$ cat config.mk
export PLATFORM = sky130hd
export DESIGN_NAME = fifo_uart_tx
export DESIGN_NICKNAME = d
export VERILOG_FILES = /design/src/rtl/fifo_uart_tx.sv
export SDC_FILE = /design/constraint.sdc
export NUM_CORES = 1
export LEC_CHECK = 0
export CORE_UTILIZATION = 30
export CTS_BUF_LIST = sky130_fd_sc_hd__clkbuf_8
export CTS_CLUSTER_DIAMETER = 50
export DETAILED_ROUTE_END_ITERATION = 8
export PLACE_DENSITY = 0.6
export SETUP_SLACK_MARGIN = 0.4
export SLEW_MARGIN = 30
export SYNTH_ARGS = -nofsm -noshare
export SYNTH_HDL_FRONTEND = slang
export SYNTH_SLANG_ARGS = --single-unit
export TNS_END_PERCENT = 1
$ cat constraint.sdc
create_clock -name clk -period 1.6 [get_ports clk]
set_input_delay 0.32 -clock clk [delete_from_list [all_inputs] [get_ports clk]]
set_output_delay 0.32 -clock clk [all_outputs]
set_load 0.01 [all_outputs]
$ cat src/rtl/fifo_uart_tx.sv
// fifo_uart_tx: pops words from a K-bit synchronous fifo and sends each one
// as a UART frame (start, K data bits LSB first, optional parity, stop).
// Optional feature macro: UART_TX_PARITY_EN adds one even-parity bit per frame.
//
// state  | meaning
// -------+------------------------------------------------------------
// IDLE   | line idle (txd=1); waits for fifo_empty low
// POP    | fifo_read pulse; fifo presents the word next cycle
// LOAD   | fifo_dout captured into shreg; baud/bit counters preset
// START  | start bit, txd=0 for CLKS_PER_BIT cycles
// DATA   | data bits, txd=shreg[0], shift right on each bit boundary
// PARITY | even parity of the captured word (UART_TX_PARITY_EN only)
// STOP   | stop bit, txd=1; frame_done in its last cycle
module fifo_uart_tx #(
  parameter int K            = 8,
  parameter int CLKS_PER_BIT = 4
) (
  input  logic         clk,
  input  logic         rst,
  input  logic         fifo_empty,
  input  logic [K-1:0] fifo_dout,
  output logic         fifo_read,
  output logic         txd,
  output logic         busy,
  output logic         frame_done
);

  localparam int BW = $clog2(CLKS_PER_BIT + 1);
  localparam int CW = $clog2(K + 1);
  localparam logic [BW-1:0] BAUD_LOAD = BW'(CLKS_PER_BIT - 1);
  localparam logic [CW-1:0] BIT_LAST  = CW'(K - 1);

`ifdef UART_TX_PARITY_EN
  typedef enum logic [2:0] {
    IDLE, POP, LOAD, START, DATA, STOP, PARITY
  } state_t;
`else
  typedef enum logic [2:0] {
    IDLE, POP, LOAD, START, DATA, STOP
  } state_t;
`endif

  state_t         state, state_nxt;
  logic [BW-1:0]  baud_cnt, baud_nxt;
  logic [CW-1:0]  bit_cnt, bit_nxt;
  logic [K-1:0]   shreg, shreg_nxt;
  logic           baud_tc;
`ifdef UART_TX_PARITY_EN
  logic           par_bit, par_nxt;
`endif

  // terminal count of the baud down-counter marks the last cycle of a bit
  assign baud_tc = (baud_cnt == '0);

  // state and datapath registers; reset aborts any frame in flight
  always_ff @(posedge clk or posedge rst) begin
    if (rst) begin
      state    <= IDLE;
      baud_cnt <= '0;
      bit_cnt  <= '0;
      shreg    <= '0;
`ifdef UART_TX_PARITY_EN
      par_bit  <= 1'b0;
`endif
    end else begin
      state    <= state_nxt;
      baud_cnt <= baud_nxt;
      bit_cnt  <= bit_nxt;
      shreg    <= shreg_nxt;
`ifdef UART_TX_PARITY_EN
      par_bit  <= par_nxt;
`endif
    end
  end

  // next-state, counter updates and outputs decoded from the current state;
  // txd is decoded from state so an async reset forces the line high at once
  always_comb begin
    state_nxt  = state;
    baud_nxt   = baud_cnt;
    bit_nxt    = bit_cnt;
    shreg_nxt  = shreg;
`ifdef UART_TX_PARITY_EN
    par_nxt    = par_bit;
`endif
    txd        = 1'b1;
    fifo_read  = 1'b0;
    frame_done = 1'b0;
    busy       = (state != IDLE);

    case (state)
      IDLE: begin
        if (!fifo_empty) state_nxt = POP;
      end

      POP: begin
        fifo_read = 1'b1;
        state_nxt = LOAD;
      end

      LOAD: begin
        shreg_nxt = fifo_dout;
`ifdef UART_TX_PARITY_EN
        par_nxt   = ^fifo_dout;
`endif
        baud_nxt  = BAUD_LOAD;
        bit_nxt   = '0;
        state_nxt = START;
      end

      START: begin
        txd = 1'b0;
        if (baud_tc) begin
          baud_nxt  = BAUD_LOAD;
          state_nxt = DATA;
        end else begin
          baud_nxt = baud_cnt - 1'b1;
        end
      end

      DATA: begin
        txd = shreg[0];
        if (baud_tc) begin
          baud_nxt  = BAUD_LOAD;
          shreg_nxt = shreg >> 1;
          bit_nxt   = bit_cnt + 1'b1;
          if (bit_cnt == BIT_LAST) begin
`ifdef UART_TX_PARITY_EN
            state_nxt = PARITY;
`else
            state_nxt = STOP;
`endif
          end
        end else begin
          baud_nxt = baud_cnt - 1'b1;
        end
      end

`ifdef UART_TX_PARITY_EN
      PARITY: begin
        txd = par_bit;
        if (baud_tc) begin
          baud_nxt  = BAUD_LOAD;
          state_nxt = STOP;
        end else begin
          baud_nxt = baud_cnt - 1'b1;
        end
      end
`endif

      STOP: begin
        txd = 1'b1;
        if (baud_tc) begin
          frame_done = 1'b1;
          state_nxt  = IDLE;
        end else begin
          baud_nxt = baud_cnt - 1'b1;
        end
      end

      default: begin
        state_nxt = IDLE;
      end
    endcase
  end

endmodule
Yosys cells after proc, flatten, opt, wreduce, memory -nomap -nowiden:

Cells that the tools add are included.
Widths: inputs -> output; s select.

* equality and inequality tests: 12
* reduce and logical (&&, ||, !) cells: 9
* add/subtract/negate cells: 2
* multiplexer cells: 17

Operators by type and width (count)
* $mux 3: 7
* $pmux 3 s6: 1
* $pmux 8 s2: 1
* $ne 2x2->1 const B: 6
* $pmux 3 s3: 1
* $mux 8: 1
* $pmux 4 s2: 1
* $eq 3x2->1 const B: 2
* $eq 3x3->1 const B: 2
* $logic_not 3->1: 2
* $reduce_bool 3->1: 2
* $reduce_and 5->1: 1
* $add 4x1->4 const B: 1
* $eq 4x3->1 const B: 1
* $mux 4: 1
* $reduce_and 2->1: 2
* $eq 3x1->1 const B: 1
* $mux 1: 3
* $sub 3x1->3 const B: 1
* $pmux 1 s2: 1
* $reduce_bool 2->1: 1
* $reduce_or 2->1: 1

* flip-flop bits (word level): 18
* bits of input ports: 11

Logic depth before layout (Yosys ltp):

Gate-level depths: netlist (run 1).

* depth after elaboration: 4
* mapped depth: 5
* mapped depth without buffers: 5

Worst setup path after synthesis (run 1):

Ideal clock, no wire load.

* path kind: flip-flop to flip-flop
* from: reg baud_cnt[0]
* to: reg shreg[1]
* data arrival time: 1.468 ns
* stages on the path, launching flop included: 6
* setup time: 0.125 ns
* buffers on the path: 0
* slack: 0.007 ns
* path through: dfrtp_1 -> inv_1 -> ha_1 -> nand4bb_1 -> a21oi_4 -> mux2_2

* longest elaborated chain between the ends: 3

Ends and longest elaborated chain
* from (decl): RTL line 44 `logic [BW-1:0] baud_cnt, baud_nxt;`
* from (signal assigned): RTL line 67 `baud_cnt <= baud_nxt;`
* $logic_not 3->1: RTL line 53 `assign baud_tc = (baud_cnt == '0);`
* $ne 2x2->1 (no line)
* $reduce_and 2->1 (no line)
* to (signal assigned): RTL line 69 `shreg <= shreg_nxt;`
* to (decl): RTL line 46 `logic [K-1:0] shreg, shreg_nxt;`

Every way passes these cells.
A chain may end at the register's enable or synchronous reset.

Worst setup path after layout (run 1):

* from: reg state[0]
* to: reg shreg[2]

* longest elaborated chain between the ends: 3
* elaborated cells between the ends (all ways): 6

Ends and longest elaborated chain
* from (decl): RTL line 43 `state_t state, state_nxt;`
* from (signal assigned): RTL line 66 `state <= state_nxt;`
* $eq 3x3->1 / $eq 3x2->1 (equally long branches): RTL line 91 `case (state)`
* $ne 2x2->1 (no line) / $reduce_bool 2->1 (equally long branches)
* $reduce_and 2->1 (no line)

Parallel ways exist; a longest one is shown, timed or not.

==> results of run 1 <==
## per-layer routing
layer	global-route usage	vias up
li1	-	496
met1	0.194	512
met2	0.266	19
met3	0.0163	5
met4	0.0767	0
met5	0	-
## Yosys cell counts
library cell,number
nor3b_4,1
mux2i_1,4
clkbuf_1,3
nand3b_1,2
buf_1,1
a21o_1,1
ha_1,3
nand3_1,5
or4_1,1
nor3_1,2
buf_4,1
a31o_2,1
nand2_1,3
o2bb2ai_1,1
a221oi_1,1
buf_6,1
nor2_1,6
inv_1,8
a21oi_4,1
mux2_2,11
o31ai_1,2
buf_2,1
a31oi_1,1
or3_1,3
nand4bb_1,1
a21oi_1,4
nor2b_1,3
o21ai_0,6
o211ai_1,2
nor4bb_1,1
a22oi_1,3
o22ai_1,3
o311ai_0,1
nand2b_1,2
nand4_1,1
dfrtp_1,18
nor3b_1,1
and3_1,2
and2_1,2
mux2_1,1
## area by class of cell
class,instances,area share
multi-input cells,82,0.430
well taps,48,0.0356
inverters,8,0.0178
flip-flops and latches,18,0.269
clock buffers,4,0.0326
repair buffers,40,0.216
## worst min-delay path: cells and delay by family
kind / cells / cell delay (ns)
buf+inv: 3 / 0.69
## state kept, by name (all words and copies together) (netlist names)
signal,cells
shreg,8
bit_cnt,4
baud_cnt,3
state,3
## power groups by stage
stage               clock (uW)  combinational (uW)  sequential [uW]
finish                     383                1780              771
CTS                        393                1650              767
floorplan                    0                 930              700
global placement             0                1410              735
detailed placement           0                1450              750
global route               413                1950              796
## repair_timing
item,in CTS,in global routing
buffers inserted,3,1
gates resized for setup,46,5
setup endpoints to repair,22,22
pin swaps,20,16
## stage by stage
stage          cells  utilization
5_1_grt          200        0.461
3_5_place_dp     192        0.404
3_3_place_gp     192        0.404
2_1_floorplan    115            -
6_report         200        0.461
4_1_cts          199        0.449
## how the worst max path moves through the flow
stage / depth (start not counted) / slack (ns) / end / start
floorplan: 4 / 0.009 / shreg[1]$_DFFE_PP0P_ / state[0]$_DFFE_PP0P_
global placement: 3 / -0.11 / txd / state[1]$_DFFE_PP0P_
detailed placement: 3 / -0.11 / txd / state[1]$_DFFE_PP0P_
CTS: 5 / -0.04 / shreg[6]$_DFFE_PP0P_ / state[0]$_DFFE_PP0P_
global route: 5 / -0.09 / shreg[2]$_DFFE_PP0P_ / state[0]$_DFFE_PP0P_
finish: 5 / -0.03 / shreg[2]$_DFFE_PP0P_ / state[0]$_DFFE_PP0P_
## cell families after synthesis
logic type                 after synthesis  share of synthesized area
and+or+nand+nor                         36                      0.193
AOI/OAI and AO/OA                       27                      0.164
DFF                                     18                      0.396
muxes                                   16                      0.154
buffers and inverters                   15                     0.0604
adders and majority gates                3                     0.0330
==> impl_metrics.ini, run 1 <==
[placement]
io_buffer_count = 14
detailed_place_hpwl_um = 1930
dp_slack_ns = -0.113
dpl-instance-area_sq_um = 1480
place.gp.congestion = 0.859

[power_and_ir_drop]
power_switching_uw = 1100
power_switching_share = 0.376
ir_worst_vdd_uv = 488
total_internal_power_uw = 1830
power.share.sequential = 0.263
fin_total_pwr_uw = 2940
power_per_cell_area_nw_per_um2 = 1740
leakagePower_uw = 0.000724
clock_power_share = 0.131
pwr-share-comb = 0.607

[synth]
mappedNetlistArea_sq_um = 1140
portion_of_the_post_synthesis_area_used_by_sequential_elements = 0.396
synth-warning-count = 0
postSynthCellCount = 115
synthDominantAreaCellType = dfrtp_1
synth.ff_latch_count = 18
synth.distinct_cells = 40
post_synth.cell_area_avg_sq_um = 9.90
synth.area.top_cells = dfrtp_1 (40%), mux2_2 (11%), mux2i_1 (3.5%), ha_1 (3.3%), o21ai_0 (2.6%)
synth_top_area_share = 0.396
post_synth_net_total = 129

[route]
met2RoutedLength_um = 1420
highest_layer = met4
detail_route.wl_per_cell_um = 14.0
vias = 1032
drt-pass1-iter-count = 5
ant_nets = 0
drcViolationCount = 0
routed_wl_um = 2800
viasPerCell = 5.16
route.met3.wl_um = 56
drt_first_iter_violations = 62
wl_met1_um = 1270

[timing]
postLayoutSetupSlackWorst_ns = -0.0318
fmaxAchievable_ghz = 0.613
timing.max_slew.rel_slack = 0.800
fin_crit_sh = 1.02
timing.final.crit_period_ns = 1.63
timing.final.max_slew_violations = 0
timing_worst_slew_pin_value_ns = 0.298
rsz0062_at_grt = yes
finalClockSkew_ns = 0.00386
final_hold_viol_count = 0
setup-tns-final_ns = -0.170
hold_ws_ns = 0.375
report.final.setup_viol = 8

[finish]
multi_input_area_sq_um = 724
final_area_sq_um = 1690
final_nets = 167
final_cell_mix = buf_4 (17), dfrtp_1 (16), mux2_4 (10), clkdlybuf4s50_1 (10), buf_6 (9)
syn_to_final_growth_pct = 48.1
antennaDiodeCount = 0
sequential_cell_area_sq_um = 453
layout.cells.most_common = buf_4
final_layout_size_suffix_gt1_frac = 0.408
final.fill_count = 333

[worst_setup_path]
r2r_start = state[0]$_DFFE_PP0P_
path_cells = buf_6 > nor3b_4 > buf_6 > mux2_4 > mux2_4
cp-end-kind = flop
reg2regPathDepth = 5
timing_worst_setup_path_type = reg -> reg
critPathArrivalTime_ns = 1.78
timing.critical_path.buf_inv = 2
cpPeakStageDelay_ns = 0.39
required_ns = 1.74
worstPathMaxFanout = 7
critical_path.reg2reg.endpoint = shreg[2]$_DFFE_PP0P_
worst-r2r-setup-slack_ns = -0.03
worst_setup_path_start_kind = flop
timing.critical_path.max_delay_family = multiplexers
critical_path.slowest_cell = dfrtp_1

[grt]
globalRoute.totalOverflow = 0
global_route.usage.total = 0.156
grt_pass1_vias = 1087
grt_pass1_wl_um = 4890
largest_net_degree_at_the_start_of_global_routing = 19
antenna_violations_before_repair = 0

[die]
core-area_sq_um = 3660
initial_utilization = 0.311
die_y_um = 63.6
placementRows = 22
fp.dieW_um = 63.6
io_pins = 15
die_area_sq_um = 4050

[cts]
clk_transition_reported_paths_ns = 0.07
cts_num_sinks = 18
ctsLongestPathBuffers = 2
tritoncts = done
h_tree_level_count = 1
clockRootBuffer = clkbuf_8
cts_inserted_buffers = 3
number_of_buffers_inserted_by_hold_repair_at_cts = 0
worst_skew_pair_latency_ns = 0.26

[run_status]
failing_checks = negative setup slack
status = finished, violations left

[min_path]
worstHoldPathType = in -> async

[job]
maxCapViolations = 0
(Power assumes the default switching activity.)
==> inputs of run 2 (changes only) <==
ABC_AREA = 1   (was default)
PLACE_DENSITY = 0.61   (was 0.6)
==> impl_metrics.ini, run 2 <==
[timing]
timing_worst_slew_pin_value_ns = 0.320
fin_crit_sh = 0.977
fmaxAchievable_ghz = 0.639
timing.final.max_slew_violations = 0
timing.max_slew.rel_slack = 0.785
rsz0062_at_grt = yes
hold_ws_ns = 0.375
report.final.setup_viol = 0
finalClockSkew_ns = 0.000967
timing.final.crit_period_ns = 1.56
final_hold_viol_count = 0

[worst_setup_path]
required_ns = 1.28
worstPathMaxFanout = 2
critical_path.slowest_cell = dfrtp_1
path_cells = inv_2 > ha_4 > inv_2 > nor2_4 > inv_2 > nor2_4 > buf_6
reg2regPathDepth = 11
worst-r2r-setup-slack_ns = 0.12
worst_setup_path_start_kind = flop
timing_worst_setup_path_type = reg -> out
critPathArrivalTime_ns = 1.24
cp-end-kind = primary output
critPathMostFrequentCell = inv_2
cpPeakStageDelay_ns = 0.40

[route]
drcViolationCount = 0
ant_nets = 0
detail_route.wl_per_cell_um = 10.2
drt-pass1-iter-count = 4
routed_wl_um = 2240
drt_first_iter_violations = 19
viasPerCell = 4.43
vias = 974

[placement]
cell_count_post_placement = 210
place.gp.congestion = 0.841
detailed_place_hpwl_um = 1690
io_buffer_count = 14
dpl-instance-area_sq_um = 1400

[finish]
layout.core_utilization = 0.463
final_layout_size_suffix_gt1_frac = 0.385
final_cell_mix = nand2_1 (40), dfrtp_1 (16), buf_4 (16)
largest_reg_flops = 8
fin_cells = 220
syn_to_final_growth_pct = 44.2
reg.largest.list = shreg (8), bit_cnt (4)
final_nets = 189
layout.cells.most_common = nand2_1
final_area_sq_um = 1580
antennaDiodeCount = 0
max_flop_register = shreg

[cts]
worst_skew_pair_latency_ns = 0.25
number_of_buffers_inserted_by_hold_repair_at_cts = 0
h_tree_level_count = 1
cts_num_sinks = 18
clockRootBuffer = clkbuf_8
cts_inserted_buffers = 3
tritoncts = done
ctsLongestPathBuffers = 2
clk_transition_reported_paths_ns = 0.07

[power_and_ir_drop]
fin_total_pwr_uw = 2930
ir_worst_vdd_uv = 636
power_per_cell_area_nw_per_um2 = 1860
leakagePower_uw = 0.000791

[run_status]
status = completed

[die]
die_y_um = 62.4
core-area_sq_um = 3420
placementRows = 21
die_area_sq_um = 3900
io_pins = 15
initial_utilization = 0.321
fp.dieW_um = 62.4

[synth]
postSynthCellCount = 137
post_synth_net_total = 151
mappedNetlistArea_sq_um = 1100
synth.ff_latch_count = 18
netlist_top_cells_count = nand2_1 (43), dfrtp_1 (18), inv_1 (15), nor2_1 (9), o21ai_0 (9)
synth_edf_count = 0
post_synth.cell_area_avg_sq_um = 8.00
synth.area.top_cells = dfrtp_1 (41%), nand2_1 (15%), o21ai_2 (6.4%), inv_1 (5.1%), o21ai_0 (4.1%)
synth-main-ff-cell = dfrtp_1
synth-warning-count = 0
portion_of_the_post_synthesis_area_used_by_sequential_elements = 0.411
synthDominantAreaCellType = dfrtp_1
async_flop_share = 1.00
synth_top_area_share = 0.411
synthMostInstantiatedCell = nand2_1
synth.distinct_cells = 23

[grt]
grt_pass1_wl_um = 3810
antenna_violations_before_repair = 0
largest_net_degree_at_the_start_of_global_routing = 19
global_route.usage.total = 0.121
globalRoute.totalOverflow = 0
grt_pass1_vias = 973

[job]
maxCapViolations = 0

[min_path]
worstHoldPathType = in -> async
## run 2: cell types whose count changed after synthesis, moves of 4 or more
| cell | change |
|---|---|
| inv_1 | +7 |
| mux2i_1 | -4 |
| o21ai_2 | +8 |
| mux2_2 | -11 |
| nand2_1 | +40 |
## run 2: per-stage QoR
step	setup slack (ns)	TNS (ns)
global route	-0.0303	-0.0303
CTS	0.0184	0
finish	0.0362	0
floorplan	0.273	0
global placement	-0.0976	-0.158
detailed placement	-0.142	-0.203
## run 2: report_power, final
part	internal (uW)	switching (uW)	total [uW]
clock network	218	152	370
logic	820	994	1810
registers	648	103	751
## run 2: logic make-up (layout without fill, tap and decap cells)
kind of cell	count (synthesis)	after routing	share of synthesized area
simple gates	71	71	0.320
flops	18	18	0.411
compound gates	23	23	0.140
fa+ha+maj	3	3	0.0343
buf+inv	21	58	0.0868
xor+xnor	1	1	0.00799
## run 2: critical path, delay by kind of cell (launching register included)
kind	cells	cell delay, ns
flops	1	0.40
buf+inv	4	0.28
simple gates	2	0.19
fa+ha+maj	1	0.13
## run 2: layout make-up
cell class                 count  area (sq um)
fill                         353          1840
multi-input combinational     98           628
sequential                    18           453
timing repair buffer          36           314
inverter                      18          72.6
tap                           46          57.6
clock buffer                   4          55.1
## run 2: final timing paths
check,start,endpoint
worst max-delay path,baud_cnt[0]$_DFFE_PP0P_,frame_done
worst min-delay path,rst,baud_cnt[1]$_DFFE_PP0P_
worst max register to register,baud_cnt[0]$_DFFE_PP0P_,baud_cnt[2]$_DFFE_PP0P_
worst min register to register,baud_cnt[1]$_DFFE_PP0P_,baud_cnt[1]$_DFFE_PP0P_
max in group asynchronous,rst,state[0]$_DFFE_PP0P_
min in group clk,baud_cnt[1]$_DFFE_PP0P_,baud_cnt[1]$_DFFE_PP0P_
## run 2: metal layers
layer,share of wire,GRT usage
met5,0,0
met4,0.0036,0.0349
met3,0.035,0.0219
met2,0.48,0.215
met1,0.48,0.147
## run 2: what timing repair did
action	in CTS	in global routing
buffers inserted	5	1
endpoints found under the setup margin	21	22
gates cloned	0	0
gates resized for setup	18	25
pin swaps	1	11
==> inputs of run 3 (changes only) <==
--- a/config.mk
+++ b/config.mk
@@ -7,4 +7,5 @@
 export LEC_CHECK = 0
 export ABC_AREA = 1
+export CORE_MARGIN = 3
 export CORE_UTILIZATION = 30
 export CTS_BUF_LIST = sky130_fd_sc_hd__clkbuf_8
==> constraint.sdc (replaced) <==
create_clock -name clk -period 1.6 [get_ports clk]
set_input_delay 0.16 -clock clk [delete_from_list [all_inputs] [get_ports clk]]
set_output_delay 0.16 -clock clk [all_outputs]
set_load 0.01 [all_outputs]
==> impl_metrics.ini, run 3 (synthesis gave the netlist of run 2 again) <==
[run_status]
status = completed

[power_and_ir_drop]
leakagePower_uw = 0.000766
pwr-share-comb = 0.625
power_switching_uw = 1270
total_internal_power_uw = 1620
clock_power_share = 0.108
ir_worst_vdd_uv = 594
fin_total_pwr_uw = 2890
power_per_cell_area_nw_per_um2 = 1830
power_switching_share = 0.439
power.share.sequential = 0.268

[route]
drcViolationCount = 0
routed_wl_um = 2400
viasPerCell = 4.49
drt-pass1-iter-count = 3
vias = 984
ant_nets = 0
drt_first_iter_violations = 26
detail_route.wl_per_cell_um = 11.0

[timing]
rsz0062_at_grt = yes
setup-tns-final_ns = 0
timing.final.crit_period_ns = 1.40
fin_crit_sh = 0.873
timing_worst_slew_pin_value_ns = 0.239
postLayoutSetupSlackWorst_ns = 0.203
finalClockSkew_ns = 0.00518
timing.max_slew.rel_slack = 0.840
final_hold_viol_count = 0
fmaxAchievable_ghz = 0.716
timing.final.max_slew_violations = 0
report.final.setup_viol = 0

[placement]
detailed_place_hpwl_um = 1700
io_buffer_count = 14
dp_slack_ns = 0.0272
place.gp.congestion = 0.834

[grt]
globalRoute.totalOverflow = 0
antenna_violations_before_repair = 0
grt_pass1_vias = 1038
global_route.usage.total = 0.125
grt_pass1_wl_um = 4210
largest_net_degree_at_the_start_of_global_routing = 19

[worst_setup_path]
path_cells = buf_4 > inv_1 > nand3_2 > nand2_2 > o21ai_2 > buf_2
cpPeakStageDelay_ns = 0.41
cp-end-kind = primary output
worstPathMaxFanout = 2
r2r_start = state[2]$_DFFE_PP0P_
worst_setup_path_start_kind = flop
worst-r2r-setup-slack_ns = 0.21
reg2regPathDepth = 6
worst-path-stages = 6
required_ns = 1.44
critPathArrivalTime_ns = 1.24
timing.critical_path.buf_inv = 3
critical_path.reg2reg.endpoint = shreg[6]$_DFFE_PP0P_
critical_path.slowest_cell = dfrtp_2
crit_path_end = txd
timing_worst_setup_path_type = reg -> out
timing.critical_path.max_delay_family = flip-flops
critical_path.startpoint = state[2]$_DFFE_PP0P_

[cts]
number_of_buffers_inserted_by_hold_repair_at_cts = 0
tritoncts = done
h_tree_level_count = 1
ctsLongestPathBuffers = 2
clk_transition_reported_paths_ns = 0.07
cts_inserted_buffers = 3
cts_num_sinks = 18
clockRootBuffer = clkbuf_8
worst_skew_pair_latency_ns = 0.25

[finish]
max_flop_register = shreg
final_layout_size_suffix_gt1_frac = 0.382
final_cell_mix = nand2_1 (41), buf_4 (16), dfrtp_1 (15)
syn_to_final_growth_pct = 44.4
antennaDiodeCount = 0
final_nets = 189
layout.core_utilization = 0.463
layout.cells.most_common = nand2_1
reg.largest.list = shreg (8), bit_cnt (4)
largest_reg_flops = 8

[die]
die_y_um = 66.4
die_area_sq_um = 4410
placementRows = 21
initial_utilization = 0.321
core-area_sq_um = 3420
io_pins = 15
fp.dieW_um = 66.4

[min_path]
worstHoldPathType = in -> async

[job]
maxCapViolations = 0
## run 3: cell types whose count changed in the layout (fill, tap and decap cells not counted), sizes merged
cell,change
buf,-3
clkdlybuf4s15,+1
nand2,+1
## run 3: through the flow
stage	cell area, sq um	hold slack, ns	instances
after floorplan	1100	0.0986	137
after global placement	1370	0.463	206
after detailed placement	1370	0.479	206
after CTS	1520	0.241	216
after global routing	1580	0.259	219
final	1580	0.233	219
## run 3: per-layer routing
layer	part of all wire	vias up	global-route usage
met4	0.0046	0	0.0457
met5	0	-	0
li1	-	508	-
met3	0.031	2	0.0204
met2	0.51	11	0.234
met1	0.45	463	0.138
## run 3: cell type report
| cell class | instances | area (sq um) |
|---|---|---|
| Clock buffer | 3 | 41.3 |
| Fill cell | 366 | 1830 |
| Inverter | 18 | 70.1 |
| Multi-Input combinational cell | 99 | 651 |
| Sequential cell | 18 | 454 |
| Tap cell | 46 | 57.6 |
| Timing Repair Buffer | 35 | 309 |
## run 3: worst min path at each step
| stage | from | to | slack [ns] | cells after the start |
|---|---|---|---|---|
| floorplan | rst | baud_cnt[0]$_DFFE_PP0P_ | 0.1 | 1 |
| global placement | baud_cnt[1]$_DFFE_PP0P_ | baud_cnt[1]$_DFFE_PP0P_ | 0.46 | 2 |
| detailed placement | baud_cnt[1]$_DFFE_PP0P_ | baud_cnt[1]$_DFFE_PP0P_ | 0.48 | 2 |
| CTS | rst | shreg[5]$_DFFE_PP0P_ | 0.24 | 3 |
| global route | rst | baud_cnt[0]$_DFFE_PP0P_ | 0.26 | 3 |
| finish | rst | shreg[0]$_DFFE_PP0P_ | 0.23 | 3 |
## run 3: what timing repair did
action | in CTS | in global routing
resized for setup | 33 | 10
setup buffers | 7 | 2
setup endpoints to repair | 21 | 22
pin swaps | 9 | 7
gates cloned | 0 | 1
## run 3: worst register-to-register path: cells and delay by family (launching register included)
| family | cells | cell delay, ns |
|---|---|---|
| AOI/OAI and AO/OA | 1 | 0.07 |
| buffers and inverters | 3 | 0.40 |
| DFF | 1 | 0.41 |
| and+or+nand+nor | 2 | 0.41 |
## run 3: power by group through the flow
stage | Sequential (uW) | Clock (uW) | Combinational [uW]
2_1_floorplan | 753 | 0 | 1030
3_3_place_gp | 770 | 0 | 1370
3_5_place_dp | 782 | 0 | 1430
4_1_cts | 770 | 323 | 1680
5_1_grt | 795 | 342 | 2050
6_report | 773 | 312 | 1810
